===== src/rtl/aes_inv_ctrl_pkg.sv =====
// Shared AES inverse-cipher definitions: datapath step codes and default round count.
// The round datapath imports the same package so both ends agree on the cs encoding.
package aes_inv_defs;

    localparam logic [2:0] CS_RES = 3'b000;
    localparam logic [2:0] CS_STL = 3'b001;
    localparam logic [2:0] CS_ADD = 3'b010;
    localparam logic [2:0] CS_SUB = 3'b011;
    localparam logic [2:0] CS_SHI = 3'b100;
    localparam logic [2:0] CS_MIX = 3'b101;
    localparam logic [2:0] CS_INV = 3'b110;
    localparam logic [2:0] CS_FIN = 3'b111;

    localparam int NR_DEFAULT = 10;

endpackage


===== src/rtl/aes_inv_round_cnt.sv =====
// Round index counter: loads the round count, steps down once per round, never wraps.
// last_round flags the final (MIX-less) round.
module aes_inv_round_cnt #(
    parameter logic [7:0] LOAD_VAL = 8'd10
) (
    input  logic       clk,
    input  logic       rst_n,
    input  logic       load,
    input  logic       dec,
    output logic [7:0] count,
    output logic       last_round
);

    always_ff @(posedge clk or negedge rst_n) begin
        if (!rst_n) begin
            count <= 8'd0;
        end else if (load) begin
            count <= LOAD_VAL;
        end else if (dec && (count != 8'd0)) begin
            count <= count - 8'd1;
        end
    end

    assign last_round = (count == 8'd1);

endmodule


===== src/rtl/aes_inv_ctrl.sv =====
// Sequencer for the AES inverse-cipher round datapath (cs/count/sel_in plus start/busy/done).
// Optional freeze input enabled by defining AES_INV_STALL_EN.
module aes_inv_ctrl
    import aes_inv_defs::*;
#(
    parameter int NR = NR_DEFAULT
) (
    input  logic       clk,
    input  logic       rst_n,
    input  logic       start,
`ifdef AES_INV_STALL_EN
    input  logic       stall,
`endif
    output logic [2:0] cs,
    output logic [7:0] count,
    output logic       sel_in,
    output logic       busy,
    output logic       done
);

    typedef enum logic [3:0] {
        S_IDLE,
        S_LOAD,
        S_ADD0,
        S_SHI,
        S_SUB,
        S_INV,
        S_ADD,
        S_MIX,
        S_DONE
    } state_t;

    localparam logic [7:0] NR_VAL = 8'(NR);

    state_t state;
    logic   stall_act;
    logic   cnt_load;
    logic   cnt_dec;
    logic   last_round;

`ifdef AES_INV_STALL_EN
    assign stall_act = stall && (state != S_IDLE);
`else
    assign stall_act = 1'b0;
`endif

    // Counter moves on the same edge as the state transitions that end a round.
    assign cnt_load = (state == S_IDLE) && start;
    assign cnt_dec  = !stall_act && ((state == S_MIX) || ((state == S_ADD) && last_round));

    aes_inv_round_cnt #(
        .LOAD_VAL (NR_VAL)
    ) u_round_cnt (
        .clk        (clk),
        .rst_n      (rst_n),
        .load       (cnt_load),
        .dec        (cnt_dec),
        .count      (count),
        .last_round (last_round)
    );

    always_ff @(posedge clk or negedge rst_n) begin
        if (!rst_n) begin
            state  <= S_IDLE;
            cs     <= CS_FIN;
            sel_in <= 1'b0;
            busy   <= 1'b0;
            done   <= 1'b0;
        end else begin
            sel_in <= 1'b0;
            done   <= 1'b0;
            if (stall_act) begin
                // Frozen cycle: datapath holds, state resumes from where it was.
                cs <= CS_FIN;
            end else begin
                case (state)
                    S_IDLE: begin
                        if (start) begin
                            state  <= S_LOAD;
                            cs     <= CS_RES;
                            sel_in <= 1'b1;
                            busy   <= 1'b1;
                        end else begin
                            cs   <= CS_FIN;
                            busy <= 1'b0;
                        end
                    end
                    S_LOAD: begin
                        state <= S_ADD0;
                        cs    <= CS_ADD;
                    end
                    S_ADD0, S_MIX: begin
                        state <= S_SHI;
                        cs    <= CS_SHI;
                    end
                    S_SHI: begin
                        state <= S_SUB;
                        cs    <= CS_SUB;
                    end
                    S_SUB: begin
                        state <= S_INV;
                        cs    <= CS_INV;
                    end
                    S_INV: begin
                        state <= S_ADD;
                        cs    <= CS_ADD;
                    end
                    S_ADD: begin
                        if (last_round) begin
                            state <= S_DONE;
                            cs    <= CS_FIN;
                            done  <= 1'b1;
                        end else begin
                            state <= S_MIX;
                            cs    <= CS_MIX;
                        end
                    end
                    S_DONE: begin
                        state <= S_IDLE;
                        cs    <= CS_FIN;
                        busy  <= 1'b0;
                    end
                    default: begin
                        state <= S_IDLE;
                        cs    <= CS_FIN;
                        busy  <= 1'b0;
                    end
                endcase
            end
        end
    end

endmodule

===== config.mk =====
export PLATFORM = sky130hd
export DESIGN_NAME = aes_inv_ctrl
export DESIGN_NICKNAME = d
export VERILOG_FILES = /design/src/rtl/aes_inv_ctrl_pkg.sv /design/src/rtl/aes_inv_round_cnt.sv /design/src/rtl/aes_inv_ctrl.sv
export SDC_FILE = /design/constraint.sdc
export NUM_CORES = 1
export LEC_CHECK = 0
export CAP_MARGIN = 30
export CORE_MARGIN = 1
export CORE_UTILIZATION = 50
export CTS_CLUSTER_DIAMETER = 120
export DETAILED_ROUTE_END_ITERATION = 6
export GPL_ROUTABILITY_DRIVEN = 0
export MAX_ROUTING_LAYER = met4
export PLACE_DENSITY = 0.76
export SETUP_SLACK_MARGIN = 0.5
export SLEW_MARGIN = 30
export SYNTH_ARGS = -nofsm -noshare
export SYNTH_HDL_FRONTEND = slang
export SYNTH_HIERARCHICAL = 1
export SYNTH_SLANG_ARGS = --single-unit

===== constraint.sdc =====
create_clock -name clk -period 3.6 [get_ports clk]
set_input_delay 0.54 -clock clk [delete_from_list [all_inputs] [get_ports clk]]
set_output_delay 0.54 -clock clk [all_outputs]
set_load 0.02 [all_outputs]

==> results of run 1 <==
## registers in the layout (all words and copies together) (netlist names)
signal / count
sel_in: 1
state: 4
cs: 3
u_round_cnt/count: 8
done: 1
busy: 1
## where the power goes
| part | internal, mW | total [mW] | switching, mW | leakage, nW |
|---|---|---|---|---|
| combinational | 0.00205 | 0.00629 | 0.00423 | 0.207 |
| sequential | 0.202 | 0.202 | 0 | 0.210 |
| clock | 0.0431 | 0.106 | 0.0633 | 0.0150 |
## path summary, 6_finish.rpt
kind	slack, ns	startpoint	cells after the start	end
setup / recovery	0.75	u_round_cnt/count[3]	6	u_round_cnt/count[7]
hold / removal	0.54	busy	1	busy
setup reg to reg	0.75	u_round_cnt/count[3]	6	u_round_cnt/count[7]
hold reg to reg	0.54	busy	1	busy
max in group asynchronous	2.39	rst_n	1	u_round_cnt/count[6]
min in group asynchronous	0.70	rst_n	1	state[1]
## area by class of cell
class | count | area, um2 | share of cell area (%)
clock buffers | 4 | 26.3 | 2.25
inverters | 4 | 15.0 | 1.28
multi-input cells | 63 | 482 | 41.2
flip-flops and latches | 18 | 454 | 38.9
well taps | 25 | 31.3 | 2.68
repair buffers | 16 | 160 | 13.7
## stage by stage
step	hold slack [ns]	std cells
finish	0.543	130
global route	0.584	130
CTS	0.548	130
detailed placement	0.523	126
global placement	0.539	126
floorplan	0.244	89
## per-layer routing
metal  vias up  global-route usage (%)  wire, um
li1        362                       -         -
met1       362                    30.3       923
met2        24                    33.5       907
met3         2                    3.57        77
met4         0                    8.82        17
met5         -                       -         0
## worst max-delay path: stages (launching register included)
cell      delay [ns]
dfrtp_1         0.45
or4_4           0.58
nor4b_2         0.40
o2111a_1        0.26
or3b_2          0.50
nor3_1          0.20
mux2_2          0.35
## logic make-up (layout without fill, tap and decap cells)
family                     after synthesis  in the layout
buffers and inverters                    8             24
muxes                                    5              5
and+or+nand+nor                         34             34
xor gates and xnor gates                 1              1
AOI/OAI and AO/OA                       20             20
DFF                                     18             18
adders and majority gates                3              3
## layout by cell type, fill, tap and decap left out, types with 2 or more instances in the layout
cell and count:
clkbuf_4 3, nor2b_1 8, mux2i_1 2, a21boi_0 2, a21oi_1 3, ha_1 3
or4_1 2, nor3_1 5, dfrtp_1 15, nor2_1 5, clkdlybuf4s50_1 16, a211oi_1 2
o221ai_1 2, dfstp_2 3, mux2_2 3, nand2_1 2, o21ai_0 3, inv_1 4
## what timing repair did
item / in CTS / in global routing
setup buffers: 0 / 0
setup endpoints to repair: 0 / 3
endpoints found under the hold margin: 0 / 0
gates resized for setup: 0 / 1
==> impl_metrics.tcl, run 1 <==
set metrics [dict create \
    overflow 0 \
    antenna_found_initial 0 \
    grt_pass1_vias 682 \
    cts_tree "done" \
    status "finished clean" \
    finClkSkew_ns 0.00936 \
    synth-xor-area-share_pct 0.903 \
    detail_route.wl_per_cell_um 14.8 \
    synth_top_area_share_pct 38.7 \
    max_freq_ghz 0.351 \
    fp.dieH_um 46.0 \
    synthAdderAreaFrac_pct 3.87 \
    yosysWarnings 6 \
    slew-limit-headroom_pct 45.6 \
    cts_htree_levels 1 \
    start_util_pct 55.0 \
    vias_per_cell 5.77 \
    synth_edf_count 0 \
    track_usage_pct 22.4 \
    async_flop_share_pct 100 \
    synth_nets 95 \
    clock-sinks 18 \
    drv_cap 0 \
    cts_made_buffers 3 \
    drt-total-wl_mm 1.93 \
    ys_ff_latch 18 \
    vdd_ir_drop_max_v 0.000225 \
    synth.most_common_cell "dfrtp_1" \
    antenna_cells 0 \
    start_kind "register" \
    grt_first_pass_wirelength_mm 3.19 \
    drt_iter0_drc 12 \
    placed_cell_area_um2 1140 \
    place_hpwl_mm 1.35 \
    critPathCaptureType "register" \
    synth.distinct_cells 40 \
    via_count 750 \
    final_cell_area_um2 1170 \
    synth_compound_area_share_pct 16.6 \
    leakage_nw 0.432 \
    dieArea_um2 2120 \
    ys_seq_area_share_pct 46.8 \
    worstMarginPinSlew_ns 0.814 \
    grt_max_degree 19 \
    pre_cts_ws_ns 0.595 \
    final.period_utilization_pct 79.2 \
    yosysTopAreaCell "dfrtp_1" \
    fp.dieW_um 46.0 \
    rows 15 \
    final_core_utilization_pct 66.2 \
    fin_nets 112 \
    drtAntennaViolNets 0 \
    n_fill_cell 167 \
    critPathKind "reg -> reg" \
    cts_root_buf "clkbuf_4" \
    rsz0062_at_grt "false" \
    setup_tns_ns 0 \
    syn_area_um2 970 \
    yosys-top-cells-count "dfrtp_1 (15), nor2b_1 (8), nor2_1 (5), nor3_1 (5), inv_1 (4)" \
    worstPathArrival_ns 3.03 \
    critPathMaxFanout 7 \
    finalHoldViolations 0 \
    yosys-top-cells-area "dfrtp_1 (39%), dfstp_2 (8.1%), nor2b_1 (5.2%)" \
    cts_hold_buf 0 \
    total_power_uw 315 \
    synth_top_family_by_area "simple AND/OR/NAND/NOR gates" \
    first_pass_iters 4 \
    crit_required_ns 3.78 \
    pin_count 17 \
    clockBufferDepth 2 \
    core_area_um2 1760 \
    setup_slack_ns 0.747 \
    drv_slew 0 \
    setup_viol 0 \
    drive_above_1_share_pct 17.1 \
    path_clk_slew_ns 0.11 \
    synth_mux_area_share_pct 5.55 \
    p_per_area_nw_per_um2 270 \
    period_needed_ns 2.85 \
    area_growth_pct 20.5 \
    port_buffers 16 \
    hold_class "reg -> reg" \
    drc 0 \
    synth-main-ff-cell "dfrtp_1" \
    syn_area_per_cell_um2 10.9 \
    synth-simple-area-share_pct 22.1 \
    clock_latency_ns 0.29 \
    synthCells 89 \
]
Note: power is estimated with default switching activity, not from simulation.
==> run 2, diff against run 1 <==
==> constraint.sdc (replaced) <==
create_clock -name clk -period 2.95 [get_ports clk]
set_input_delay 0.4425 -clock clk [delete_from_list [all_inputs] [get_ports clk]]
set_output_delay 0.4425 -clock clk [all_outputs]
set_load 0.02 [all_outputs]
==> run 2 against run 1 <==
Net effect: sequential share of layout area is 3.3 points lower; critical path depth is the same; total power increased by 29%; utilization increased by 6.7 points; maximum frequency rose by 14%; sequential power rose by 22%; routed wire length is 0.73% higher; clock skew decreased by 0.0073 ns; via count rose by 6.4%; worst hold slack worse by 0.0048 ns; first-iteration DRC count is 25% higher; count of clock-buffer cells in the layout did not move; highest routed layer unchanged.
==> impl_metrics.tcl, run 2 (synthesis results as in run 1) <==
set metrics [dict create \
    finalHoldViolations 0 \
    drt_iter0_drc 15 \
    via_count 798 \
    cts_htree_levels 1 \
    grt_pass1_vias 674 \
    mostFrequentLayoutCell "clkdlybuf4s50_1" \
    endpoint "u_round_cnt/count[7]" \
    setup_viol 0 \
    critPathKind "reg -> reg" \
    rows 15 \
    regMostFlops "u_round_cnt/count" \
    reg2reg_setup_slack_ns 0.45 \
    track_usage_pct 21.6 \
    final_cell_area_um2 1290 \
    start_util_pct 55.0 \
    worstPathArrival_ns 2.69 \
    worstMarginPinSlew_ns 0.887 \
    final_cell_mix "clkdlybuf4s50_1 (16), dfrtp_1 (12), nor2b_1 (8), buf_4 (8), nor2_1 (5)" \
    critPathCaptureType "register" \
    vias_per_cell 5.78 \
    core_area_um2 1760 \
    leakage_nw 0.483 \
    place_hpwl_mm 1.20 \
    drtAntennaViolNets 0 \
    drv_cap 0 \
    first_pass_iters 4 \
    largest_reg_flops 8 \
    p_per_area_nw_per_um2 317 \
    timing.critical_path.from "u_round_cnt/count[2]" \
    dp_cells 126 \
    switchingPower_uw 82.6 \
    intPower_uw 325 \
    cts_root_buf "clkbuf_4" \
    drive_above_1_share_pct 32.7 \
    cts_made_buffers 3 \
    r2r-end "u_round_cnt/count[7]" \
    final.period_utilization_pct 84.9 \
    status "finished clean" \
    grt_first_pass_wirelength_mm 3.07 \
    switching_share_pct 20.3 \
    final_core_utilization_pct 72.9 \
    slew-limit-headroom_pct 40.3 \
    drc 0 \
    path_clk_slew_ns 0.10 \
    period_needed_ns 2.50 \
    fp.dieH_um 46.0 \
    overflow 0 \
    drv_slew 0 \
    placed_cell_area_um2 1160 \
    final_cells 138 \
    fp.dieW_um 46.0 \
    clock_latency_ns 0.29 \
    hold_class "reg -> reg" \
    cts_tree "done" \
    start_kind "register" \
    crit_required_ns 3.14 \
    clockBufferDepth 2 \
    top_regs "u_round_cnt/count x8, state x4, cs x3" \
    port_buffers 16 \
    pin_count 17 \
    n_fill_cell 126 \
    r2r-start "u_round_cnt/count[2]" \
    reg2reg_depth 6 \
    critPathMaxFanout 4 \
    area_growth_pct 32.6 \
    rsz0062_at_grt "true" \
    cts_hold_buf 0 \
    antenna_cells 0 \
    grt_max_degree 19 \
    hold_slack_ns 0.539 \
    drt-total-wl_mm 1.94 \
    combPwrFrac_pct 1.8 \
    max_freq_ghz 0.399 \
    clkPwrFrac_pct 37.6 \
    detail_route.wl_per_cell_um 14.1 \
    antenna_found_initial 0 \
    fin_nets 120 \
    vdd_ir_drop_max_v 0.000243 \
    clock-sinks 18 \
    dieArea_um2 2120 \
    setup_tns_ns 0 \
    finClkSkew_ns 0.00208 \
    seqPwrFrac_pct 60.6 \
]
[run 2: cell count changes in the layout (fill, tap and decap cells not counted), moves of 2 or more]
cell      change
a211oi_2      +2
buf_4         +8
dfrtp_1       -3
a211oi_1      -2
dfrtp_2       +3
[run 2: power by group through the flow]
stage	clock network (mW)	logic (mW)	registers (mW)
after detailed placement	0	0.00772	0.251
after global placement	0	0.00779	0.251
final	0.153	0.00739	0.247
after global routing	0.165	0.00875	0.247
after CTS	0.157	0.00778	0.247
after floorplan	0	0.000182	0.252
[run 2: timing repair]
item,4_1_cts,5_1_grt
setup endpoints to repair,5,6
buffers inserted,5,3
gates cloned,0,0
resized for setup,0,9
pin swaps,3,4
[run 2: worst min path at each step]
stage	end	depth (start not counted)	from
final	busy	1	busy
after global routing	busy	1	busy
after CTS	busy	1	busy
after detailed placement	busy	1	busy
after global placement	busy	1	busy
after floorplan	busy	0	rst_n
[run 2: critical path, cell delays in order, from the launching register on]
cell	delay, ns
dfrtp_2	0.42
or4_4	0.55
nor4b_4	0.29
o2111a_1	0.22
or3b_4	0.42
nor3_2	0.20
mux2_4	0.31
[run 2: per-layer routing]
layer	part of all wire [%]	vias up	global-route usage [%]	wire length, um
met5	0	-	-	0
met4	1.0	0	8.82	20
met3	4.9	4	4.76	95
met2	48	28	30.7	923
met1	46	388	29.5	899
li1	-	378	-	-
[run 2: layout make-up]
type / count / area [um2] / area share [%]
clock buffer: 4 / 36.3 / 2.82
timing repair buffer: 24 / 220 / 17.1
tap: 25 / 31.3 / 2.43
sequential: 18 / 458 / 35.6
inverter: 4 / 15.0 / 1.17
multi-input combinational: 63 / 526 / 40.9
[run 2: stage by stage]
step	setup WS, ns	power, mW
final	0.446	0.407
after CTS	0.491	0.411
after floorplan	0.354	0.252
after global routing	0.349	0.421
after detailed placement	0.294	0.259
after global placement	0.337	0.259
